$ cat src/rtl/toaplan2_snd_pkg.sv
// Shared definitions for the Toaplan2 sound mixer: FSM state encoding,
// fade and DC-blocker constants, and the width helper used to size the
// accumulator.
package toaplan2_snd_pkg;

  typedef enum logic [2:0] {
    ST_IDLE,
    ST_MAC,
    ST_SCALE,
    ST_DCB,
    ST_SAT
  } mix_state_t;

  localparam int FADE_MAX  = 16;
  localparam int DCB_SHIFT = 10;

  // Ceiling log2, returns 0 for n <= 1 (a single channel needs no growth bits).
  function automatic int clog2(input int n);
    int r;
    r = 0;
    while ((1 << r) < n) r++;
    return r;
  endfunction

endpackage

$ cat src/rtl/toaplan2_snd_sat.sv
// Combinational signed clip from the accumulator width down to the output
// width, flagging whenever the input was out of range.
module toaplan2_snd_sat #(
  parameter int IW   = 27,
  parameter int WOUT = 16
) (
  input  logic signed [IW-1:0]   x,
  output logic signed [WOUT-1:0] y,
  output logic                   clip
);

  localparam logic signed [IW-1:0] MAXV = {{(IW-WOUT+1){1'b0}}, {(WOUT-1){1'b1}}};
  localparam logic signed [IW-1:0] MINV = ~MAXV;

  // Returns {clip_flag, clipped_value}.
  function automatic logic [WOUT:0] sat_clip(input logic signed [IW-1:0] v);
    logic [WOUT:0] r;
    if (v > MAXV)
      r = {1'b1, 1'b0, {(WOUT-1){1'b1}}};
    else if (v < MINV)
      r = {1'b1, 1'b1, {(WOUT-1){1'b0}}};
    else
      r = {1'b0, v[WOUT-1:0]};
    return r;
  endfunction

  assign {clip, y} = sat_clip(x);

endmodule

$ cat src/rtl/toaplan2_snd_mixer.sv
// Time-multiplexed N-channel mixer for the Toaplan2 sound path.
// One CEN strobe snapshots all channels and gains, then a single multiplier
// walks the channels, the sum is scaled by the pause fade, optionally
// DC-blocked, and clipped to the output width with a peak-hold flag.
// Optional feature: define TOAPLAN2_MIX_DCBLOCK_EN to insert a one-pole
// DC-blocking stage between scaling and saturation (adds one cycle).
module toaplan2_snd_mixer
  import toaplan2_snd_pkg::*;
#(
  parameter int CH        = 4,
  parameter int WIN       = 16,
  parameter int WOUT      = 16,
  parameter int PEAK_HOLD = 1024
) (
  input  logic                CLK,
  input  logic                RESET,
  input  logic                CEN,
  input  logic [CH*WIN-1:0]   DIN,
  input  logic [CH*8-1:0]     GAIN,
  input  logic                PAUSE,
  output logic [WOUT-1:0]     MIXED,
  output logic                SAMPLE,
  output logic                PEAK,
  output logic                BUSY
);

  localparam int AW = WIN + 9 + clog2(CH);
  localparam int IW = (CH > 1) ? clog2(CH) : 1;
  localparam int HW = $clog2(PEAK_HOLD + 1);

  mix_state_t state, state_nxt;

  logic        [IW-1:0]  idx;
  logic signed [WIN-1:0] din_q  [CH];
  logic        [7:0]     gain_q [CH];
  logic signed [AW-1:0]  acc;
  logic signed [AW-1:0]  prod;
  logic signed [AW-1:0]  acc_sh;
  logic signed [AW+5:0]  scaled;
  logic signed [AW-1:0]  s_nxt;
  logic signed [AW-1:0]  s_q;
  logic signed [AW-1:0]  sat_in;
  logic signed [WOUT-1:0] sat_y;
  logic                  sat_clip;
  logic        [4:0]     fade;
  logic        [HW-1:0]  hold;

  assign BUSY = (state != ST_IDLE);

  // State register.
  always_ff @(posedge CLK) begin
    if (RESET) state <= ST_IDLE;
    else       state <= state_nxt;
  end

  // Next-state sequencing: IDLE -> MAC x CH -> SCALE [-> DCB] -> SAT -> IDLE.
  always_comb begin
    state_nxt = state;
    case (state)
      ST_IDLE:  if (CEN) state_nxt = ST_MAC;
      ST_MAC:   if (idx == IW'(CH - 1)) state_nxt = ST_SCALE;
`ifdef TOAPLAN2_MIX_DCBLOCK_EN
      ST_SCALE: state_nxt = ST_DCB;
`else
      ST_SCALE: state_nxt = ST_SAT;
`endif
      ST_DCB:   state_nxt = ST_SAT;
      ST_SAT:   state_nxt = ST_IDLE;
      default:  state_nxt = ST_IDLE;
    endcase
  end

  // Snapshot inputs at the start strobe so later input changes cannot leak in.
  always_ff @(posedge CLK) begin
    if (state == ST_IDLE && CEN) begin
      for (int i = 0; i < CH; i++) begin
        din_q[i]  <= DIN[i*WIN +: WIN];
        gain_q[i] <= GAIN[i*8 +: 8];
      end
    end
  end

  // Gain is unsigned 4.4, so a zero is prepended before the signed multiply.
  assign prod = AW'(din_q[idx]) * AW'($signed({1'b0, gain_q[idx]}));

  // Accumulator and channel index for the sequential MAC.
  always_ff @(posedge CLK) begin
    if (RESET) begin
      acc <= '0;
      idx <= '0;
    end else begin
      case (state)
        ST_IDLE: if (CEN) begin
          acc <= '0;
          idx <= '0;
        end
        ST_MAC: begin
          acc <= acc + prod;
          idx <= idx + IW'(1);
        end
        default: ;
      endcase
    end
  end

  // Drop the 4.4 gain fraction, apply the 0..16 fade and drop its fraction too.
  assign acc_sh = acc >>> 4;
  assign scaled = (AW+6)'(acc_sh) * (AW+6)'($signed({1'b0, fade}));
  assign s_nxt  = AW'(scaled >>> 4);

  // ---- stage boundary: scaled sample register ----
  always_ff @(posedge CLK) begin
    if (state == ST_SCALE) s_q <= s_nxt;
  end

`ifdef TOAPLAN2_MIX_DCBLOCK_EN
  logic signed [AW-1:0] s_prev;
  logic signed [AW-1:0] y_prev;
  logic signed [AW-1:0] y_nxt;

  assign y_nxt = s_q - s_prev + y_prev - (y_prev >>> DCB_SHIFT);

  // One-pole DC blocker history; y_prev holds the current output during SAT.
  always_ff @(posedge CLK) begin
    if (RESET) begin
      s_prev <= '0;
      y_prev <= '0;
    end else if (state == ST_DCB) begin
      s_prev <= s_q;
      y_prev <= y_nxt;
    end
  end

  assign sat_in = y_prev;
`else
  assign sat_in = s_q;
`endif

  toaplan2_snd_sat #(
    .IW   (AW),
    .WOUT (WOUT)
  ) u_sat (
    .x    (sat_in),
    .y    (sat_y),
    .clip (sat_clip)
  );

  // ---- stage boundary: output register, fade ramp and peak hold ----
  always_ff @(posedge CLK) begin
    if (RESET) begin
      MIXED  <= '0;
      SAMPLE <= 1'b0;
      PEAK   <= 1'b0;
      fade   <= 5'(FADE_MAX);
      hold   <= '0;
    end else begin
      SAMPLE <= 1'b0;
      if (state == ST_SAT) begin
        MIXED  <= sat_y;
        SAMPLE <= 1'b1;
        if (PAUSE) begin
          if (fade != 5'd0) fade <= fade - 5'd1;
        end else begin
          if (fade != 5'(FADE_MAX)) fade <= fade + 5'd1;
        end
        if (sat_clip) begin
          hold <= HW'(PEAK_HOLD);
          PEAK <= 1'b1;
        end else if (hold != '0) begin
          hold <= hold - HW'(1);
          if (hold == HW'(1)) PEAK <= 1'b0;
        end
      end
    end
  end

endmodule
$ cat config.mk
export PLATFORM = sky130hd
export DESIGN_NAME = toaplan2_snd_mixer
export DESIGN_NICKNAME = d
export VERILOG_FILES = /design/src/rtl/toaplan2_snd_pkg.sv /design/src/rtl/toaplan2_snd_sat.sv /design/src/rtl/toaplan2_snd_mixer.sv
export SDC_FILE = /design/constraint.sdc
export NUM_CORES = 1
export LEC_CHECK = 0
export ABC_AREA = 1
export ABC_CLOCK_PERIOD_IN_PS = 5520
export CAP_MARGIN = 20
export CORE_MARGIN = 4
export CORE_UTILIZATION = 55
export CTS_CLUSTER_SIZE = 10
export DETAILED_ROUTE_END_ITERATION = 10
export PLACE_DENSITY_LB_ADDON = 0.15
export RECOVER_POWER = 100
export SLEW_MARGIN = 20
export SYNTH_ARGS = -nofsm -noshare
export SYNTH_HDL_FRONTEND = slang
export SYNTH_SLANG_ARGS = --single-unit
$ cat constraint.sdc
create_clock -name CLK -period 5.52 [get_ports CLK]
set_clock_uncertainty 0.05 [all_clocks]
set_input_delay 1.38 -clock CLK [delete_from_list [all_inputs] [get_ports CLK]]
set_output_delay 1.38 -clock CLK [all_outputs]
set_load 0.01 [all_outputs]
# == Word-level counts from Yosys, hierarchy flattened ==
# Memories as Yosys holds them, arrays and structs flattened. A register that Yosys moved wholly into a read port is not among the register bits.
# Cells that the tools add are included.
# Widths: inputs -> output; s select.
# word_totals
ff_bits,93
mem_count,2
mem_bits_rw,96
input_bits,100
word_cells,69
# mem_list
name,words,width,read_ports,rd_clocked_by_memory_dff,wr,line,rtl
din_q,4,16,1,1,4,toaplan2_snd_mixer.sv:34,logic signed [WIN-1:0] din_q [CH];
gain_q,4,8,1,1,4,toaplan2_snd_mixer.sv:35,logic [7:0] gain_q [CH];
# op_classes
order_cmp,2
reduce_logical,15
eq_ne,10
n_mux,24
multipliers,2
addsub,5
# ops
operator,count
$pmux 27 s2,1
$mux 17,2
$mul 23x6->29,1
$add 27x25->27,1
$gt 27x16->1 const B,1
$lt 27x16->1 const B,1
$mux 27,1
$mul 16x9->25,1
$mux 11,2
$mux 5,3
$eq 11x1->1 const B,1
$reduce_bool 11->1,1
$sub 11x1->11 const B,1
$mux 2,5
$pmux 3 s3,1
$reduce_bool 2->1,4
$eq 3x2->1 const B,2
$mux 1,6
$mux 3,2
$reduce_and 2->1,3
$reduce_and 3->1,2
$add 5x1->5 const B,1
$ne 5x5->1 const B,1
$reduce_bool 5->1,1
other kinds (12),13

# == Depth between registers and ports, before layout ==
# Gate-level depths: netlist (run 1).
# logic_depth
word_depth,5
mapped_depth,28

# == Hierarchy ==
# A second synthesis (run 1) with hierarchy kept.
# hier_totals
hier_cells,2123
area_unflattened_um2,17579.4
# modules_own_cells
module,cells_per_inst,seq_area_each_um2,instances,area_each_um2
toaplan2_snd_mixer,2065,4994.8,1,17319.1
toaplan2_snd_sat,58,0.0,1,260.2

# == Least setup slack after synthesis (run 1) ==
# Ideal clock, no wire load.
# synth_timing
path_type,register to register
startpoint,register (tool-made name)
endpoint,register acc[22]
setup_time_ps,132
slack_ps,25
required_time_ps,5338
period_less_slack_ps,5495
stages_incl_launch_ff,26
path_buffers,1
arrival_ps,5313
path_cell_list,dfxtp_1 > inv_1 > clkbuf_1 > nand2_1 > a32oi_1 > inv_1 > nor2_1 > fa_1 > inv_1 > fa_1 > fa_1 > inv_1 > fa_1 > inv_1 > fa_1 > inv_1 > ha_1 > nand2_1 > nor2_1 > nand2_1 > nor2_1 > nand2_1 > nand3_1 > nand2_1 > nand3_1 > a21oi_1
# synth_lines
item,line,rtl
to (signal assigned),toaplan2_snd_mixer.sv:98,acc <= acc + prod;
to (decl),toaplan2_snd_mixer.sv:36,logic signed [AW-1:0] acc;

==> flow_metrics.env, run 1 <==
export IMPL_status="finished with violations"
export IMPL_violations="negative setup slack"
export IMPL_via_count=14500
export IMPL_cts_sinks=189
export IMPL_finalHoldViolCount=0
export IMPL_drtIter0Drc=1012
export IMPL_synthMostInstantiatedCell="nand2_1"
export IMPL_clockBufferDepth=2
export IMPL_post_route_util=0.696
export IMPL_num_fill_cells=2466
export IMPL_cts_root_buf="clkbuf_16"
export IMPL_area_growth_pct=24.1
export IMPL_netlist_top_cells_count="nand2_1 (542), inv_1 (448), fa_1 (198)"
export IMPL_syn_inst=2103
export IMPL_setup_ws_ps=-19.3
export IMPL_synth_edf_count=121
export IMPL_core_area_sq_um=30700
export IMPL_drt_wl_total_microns=44500
export IMPL_gp_congestion=0.914
export IMPL_ys_types=41
export IMPL_rows=64
export IMPL_synth_top_area_cell="fa_1"
export IMPL_grt_pass1_wl_microns=72200
export IMPL_die_w_microns=185
export IMPL_synth_seq_cells=189
export IMPL_antenna_found_initial=0
export IMPL_dp_cells=2700
export IMPL_drive_above_1_share=0.137
export IMPL_rsz0062_at_grt="true"
export IMPL_start_util=0.561
export IMPL_cts_inserted_buffers=17
export IMPL_whs_ps=428
export IMPL_final_cells=2751
export IMPL_arrival_ps=5820
export IMPL_dp_hpwl_microns=34600
export IMPL_routedWlPerCell_microns=16.2
export IMPL_crit_fanout=9
export IMPL_hp_class="flip-flop to flip-flop"
export IMPL_syn_num_nets=2518
export IMPL_crit_type="flip-flop to flip-flop"
export IMPL_antenna_left=0
export IMPL_path_clk_slew_ps=90
export IMPL_drt_vias_per_instance=5.25
export IMPL_critPathCaptureType="flip-flop"
export IMPL_worstPathRequired_ps=5800
export IMPL_setup_viol=2
export IMPL_ys_seq_area_frac=0.290
export IMPL_maxCapViolations=0
export IMPL_grt_max_degree=66
export IMPL_num_nets_final=2757
export IMPL_synthFlopType="edfxtp_1"
export IMPL_fmax_mhz=181
export IMPL_die_y_microns=185
export IMPL_worstSkewPairLatency_ps=450
export IMPL_pin_count=119
export IMPL_first_global_vias=14700
export IMPL_cts_tree="yes"
export IMPL_drc_errors=0
export IMPL_async_reset_ff_frac=0
export IMPL_slew_headroom=0.207
export IMPL_critPathLaunchType="flip-flop"
export IMPL_period_needed_ps=5540
export IMPL_portBuffers=118
export IMPL_synth_warnings=0
export IMPL_finalCritPeriodShare=1.00
export IMPL_die_area_sq_um=34300
export IMPL_ys_top_cells_by_area="fa_1 (23%), edfxtp_1 (21%), nand2_1 (12%), inv_1 (9.7%), ha_1 (8.5%)"
export IMPL_overflow=0
export IMPL_worst_pin_slew_ps=1190
export IMPL_syn_area_per_cell_sq_um=8.20
export IMPL_htreeDepth=4
export IMPL_grt_usage=0.265
export IMPL_syn_area_sq_um=17300
export IMPL_report_final_slew_viol_count=0
export IMPL_antennaDiodeCount=0
export IMPL_yosysTopAreaCellShare=0.230
export IMPL_dr_pass1_iters=6
==> cell type report <==
| cell class | instances | area [sq um] | share of cell area |
|---|---|---|---|
| Clock inverter | 13 | 168 | 0.00783 |
| Sequential cell | 189 | 5000 | 0.234 |
| Timing Repair Buffer | 273 | 2580 | 0.120 |
| Tap cell | 396 | 495 | 0.0231 |
| Inverter | 450 | 1710 | 0.0798 |
| Timing Repair inverter | 1 | 5.00 | 0.000234 |
| Multi-Input combinational cell | 1410 | 11000 | 0.514 |
| Clock buffer | 19 | 443 | 0.0207 |
==> cell usage in the layout (no fill, tap or decap), types with 14 or more instances in the layout <==
cell type | synthesis | final
a21oi_1 | 141 | 127
a21oi_2 | 0 | 14
buf_4 | 0 | 133
clkbuf_16 | 0 | 21
clkdlybuf4s50_1 | 0 | 22
dfxtp_1 | 68 | 66
dlygate4sd3_1 | 0 | 96
edfxtp_1 | 121 | 121
fa_1 | 198 | 196
ha_1 | 117 | 96
ha_4 | 0 | 21
inv_1 | 448 | 437
nand2_1 | 542 | 506
nand2_2 | 0 | 28
nand3_1 | 61 | 58
nand4_1 | 20 | 20
nor2_1 | 168 | 141
nor2_2 | 1 | 17
o21ai_0 | 56 | 45
xor2_1 | 25 | 25
==> path summary, 6_finish.rpt <==
| check | startpoint | end | slack [ps] | depth (start not counted) |
|---|---|---|---|---|
| worst max-delay path | flip-flop | acc[24] | -20 | 27 |
| worst min-delay path | hold[8] | hold[8] | 430 | 2 |
| worst max register to register | flip-flop | acc[24] | -20 | 27 |
| worst min register to register | hold[8] | hold[8] | 430 | 2 |
==> state kept, by name, summed over array words and instances, names as in the netlist, named ones only <==
signal / flops
MIXED: 16
PEAK: 1
SAMPLE: 1
acc: 27
din_q: 64
fade: 5
gain_q: 32
hold: 11
idx: 2
s_q: 25
state: 3
==> logic make-up (layout without fill, tap and decap cells) <==
| group | count (synthesis) | in the layout | share of synthesized area |
|---|---|---|---|
| compound gates | 239 | 239 | 0.0766 |
| xor+xnor | 33 | 33 | 0.0168 |
| fa+ha+maj | 315 | 315 | 0.315 |
| buf+inv | 504 | 756 | 0.111 |
| flops | 189 | 189 | 0.290 |
| simple gates | 823 | 823 | 0.191 |
==> layer usage <==
layer | global-route usage | wire length (microns) | up-vias
met5 | 0 | 0 | -
met1 | 0.347 | 18400 | 6956
li1 | - | - | 6986
met4 | 0.0716 | 1010 | 0
met3 | 0.0277 | 2270 | 80
met2 | 0.472 | 22800 | 429
==> timing repair <==
action	in CTS	in global routing
buffers inserted	3	10
hold buffers	0	0
gates cloned	1	5
endpoints found under the setup margin	19	22
gates resized for setup	57	122
pin swaps	13	48
==> metrics by stage <==
stage	TNS, ps	setup WS (ps)	instance area, sq um
2_1_floorplan	0	24.5	17300
3_3_place_gp	-3300	-293	19800
3_5_place_dp	-4560	-364	19800
4_1_cts	0	2.20	20800
5_1_grt	-3920	-267	21400
6_report	-22.0	-19.3	21400
==> critical path: stages, from the launching register on <==
cell	delay [ps]
dfxtp_4	400
buf_12	150
buf_12	120
buf_16	110
nand2_1	50
a32oi_1	190
buf_4	160
buf_4	120
nand2_1	70
fa_1	510
inv_1	50
fa_1	540
fa_1	440
fa_1	540
inv_1	50
fa_1	500
inv_1	60
ha_4	300
nand2_1	110
nor2_2	140
buf_4	150
nand2_1	70
nor2_1	140
nand2_2	80
nand3_1	90
nand2_1	50
nand3_1	70
a21oi_1	90
Power of run 1 is not shown: default switching activity piles up to over one toggle a cycle in this logic, so the estimate is an artifact.
==> run 2, diff against run 1 <==
CORE_UTILIZATION = 35   (was 55)
==> run 2 against run 1 <==
Against the previous run:
- the run now ends clean
- cell area up 6.1%
- non-clock buffer count up 23
- flip-flop and latch count unchanged
- via count down 2.4%
- die area up 54%
- register-to-register slack better by 90 ps
- final cell count up 11%
- core utilization down 23 points
- critical path depth up 2
- hold slack worse by 8.8 ps
- critical path type unchanged
==> flow_metrics.env, run 2 (same netlist as run 1, synthesis figures left out) <==
export IMPL_mostFrequentLayoutCell="nand2_1"
export IMPL_worstPathRequired_ps=5770
export IMPL_final_cells=3041
export IMPL_cts_hold_buf=0
export IMPL_cts_tree="yes"
export IMPL_finalCritPeriodShare=0.987
export IMPL_antennaDiodeCount=0
export IMPL_maxCapViolations=0
export IMPL_hp_class="flip-flop to flip-flop"
export IMPL_die_w_microns=230
export IMPL_num_fill_cells=4754
export IMPL_first_global_vias=14600
export IMPL_rsz0062_at_grt="true"
export IMPL_multiInputGateArea_sq_um=11600
export IMPL_num_nets_final=2779
export IMPL_fmax_mhz=184
export IMPL_regMostFlops="din_q"
export IMPL_rows=81
export IMPL_reg2regPathDepth=29
export IMPL_htreeDepth=4
export IMPL_ff2ff_setup_slack_ps=70
export IMPL_hold_path_end="hold[8]"
export IMPL_critPathLaunchType="flip-flop"
export IMPL_critPathCaptureType="flip-flop"
export IMPL_drive_above_1_share=0.213
export IMPL_die_y_microns=230
export IMPL_status="finished clean"
export IMPL_period_needed_ps=5450
export IMPL_overflow=0
export IMPL_worstSkewPairLatency_ps=470
export IMPL_largest_registers="din_q (64), gain_q (32), acc (27)"
export IMPL_grt_pass1_wl_microns=74000
export IMPL_path_clk_slew_ps=80
export IMPL_cts_sinks=189
export IMPL_routedWlPerCell_microns=15.0
export IMPL_dp_hpwl_microns=36000
export IMPL_portBuffers=118
export IMPL_pin_count=119
export IMPL_core_area_sq_um=48800
export IMPL_setup_viol=0
export IMPL_final_cell_mix="nand2_1 (445), inv_1 (397), fa_1 (193)"
export IMPL_worstReg2RegEnd="acc[12]"
export IMPL_drt_vias_per_instance=4.64
export IMPL_drt_wl_total_microns=45600
export IMPL_cp_top_family="adder cells"
export IMPL_antenna_found_initial=0
export IMPL_report_final_slew_viol_count=0
export IMPL_gp_congestion=0.875
export IMPL_antenna_left=0
export IMPL_cts_inserted_buffers=17
export IMPL_dp_cells=2963
export IMPL_crit_fanout=7
export IMPL_min_path_cells=2
export IMPL_worst_pin_slew_ps=1380
export IMPL_largest_reg_flops=64
export IMPL_arrival_ps=5700
export IMPL_slowest_stage="fa_1"
export IMPL_critPathBufInv=11
export IMPL_start_util=0.353
export IMPL_max_stage_delay_ps=510
export IMPL_grt_max_degree=51
export IMPL_slew_headroom=0.0798
export IMPL_grt_usage=0.172
export IMPL_dr_pass1_iters=5
export IMPL_regArea_sq_um=5000
export IMPL_cts_root_buf="clkbuf_16"
export IMPL_finalHoldViolCount=0
export IMPL_drc_errors=0
export IMPL_via_count=14100
export IMPL_die_area_sq_um=52900
export IMPL_clockBufferDepth=2
export IMPL_area_growth_pct=31.7
export IMPL_path_common_cell="fa_1"
export IMPL_hp_start="hold[8]"
export IMPL_crit_type="flip-flop to flip-flop"
export IMPL_drtIter0Drc=524
[run 2: timing repair]
action / CTS / global route
gates resized for setup: 110 / 304
setup buffers: 8 / 26
endpoints found under the hold margin: 0 / 0
endpoints found under the setup margin: 20 / 21
pin swaps: 31 / 183
cloned: 2 / 11
[run 2: how the worst max path moves through the flow]
stage                          to  cells after the start      start
after floorplan           acc[22]                     25  flip-flop
after global placement    acc[17]                     26  flip-flop
after CTS                 acc[22]                     27  flip-flop
after global routing      acc[26]                     26  flip-flop
after detailed placement  acc[25]                     25  flip-flop
final                     acc[12]                     29  flip-flop
[run 2: layout make-up]
class | count | share of cell area
Multi-Input combinational cell | 1410 | 0.511
Clock buffer | 17 | 0.0187
Sequential cell | 189 | 0.220
Timing Repair Buffer | 296 | 0.131
Inverter | 450 | 0.0753
Tap cell | 664 | 0.0366
Clock inverter | 15 | 0.00727
[run 2: layer usage]
metal / global-route usage / part of all wire / vias to the layer above
met2: 0.320 / 0.52 / 194
met5: 0 / 0 / -
met1: 0.209 / 0.43 / 6805
met4: 0.0405 / 0.024 / 0
li1: - / - / 7043
met3: 0.0243 / 0.024 / 59
[run 2: tightest hold or removal path, stage by stage (launching register included)]
cell     delay [ps]
dfxtp_1         320
nand2_1          60
a21oi_1          50
[run 2: metrics by stage]
stage                     hold slack [ps]  worst slack (ps)  area, sq um  TNS, ps   util
after global routing                  444              -183        22700    -1930  0.465
after floorplan                       393              24.5        17300        0      -
final                                 419              73.3        22700        0  0.465
after detailed placement              410              -439        20100    -4750  0.412
after global placement                403              -397        20100    -3530  0.412
after CTS                             422             -19.6        21300    -72.3  0.437
Power of run 2 is left out for the same reason.
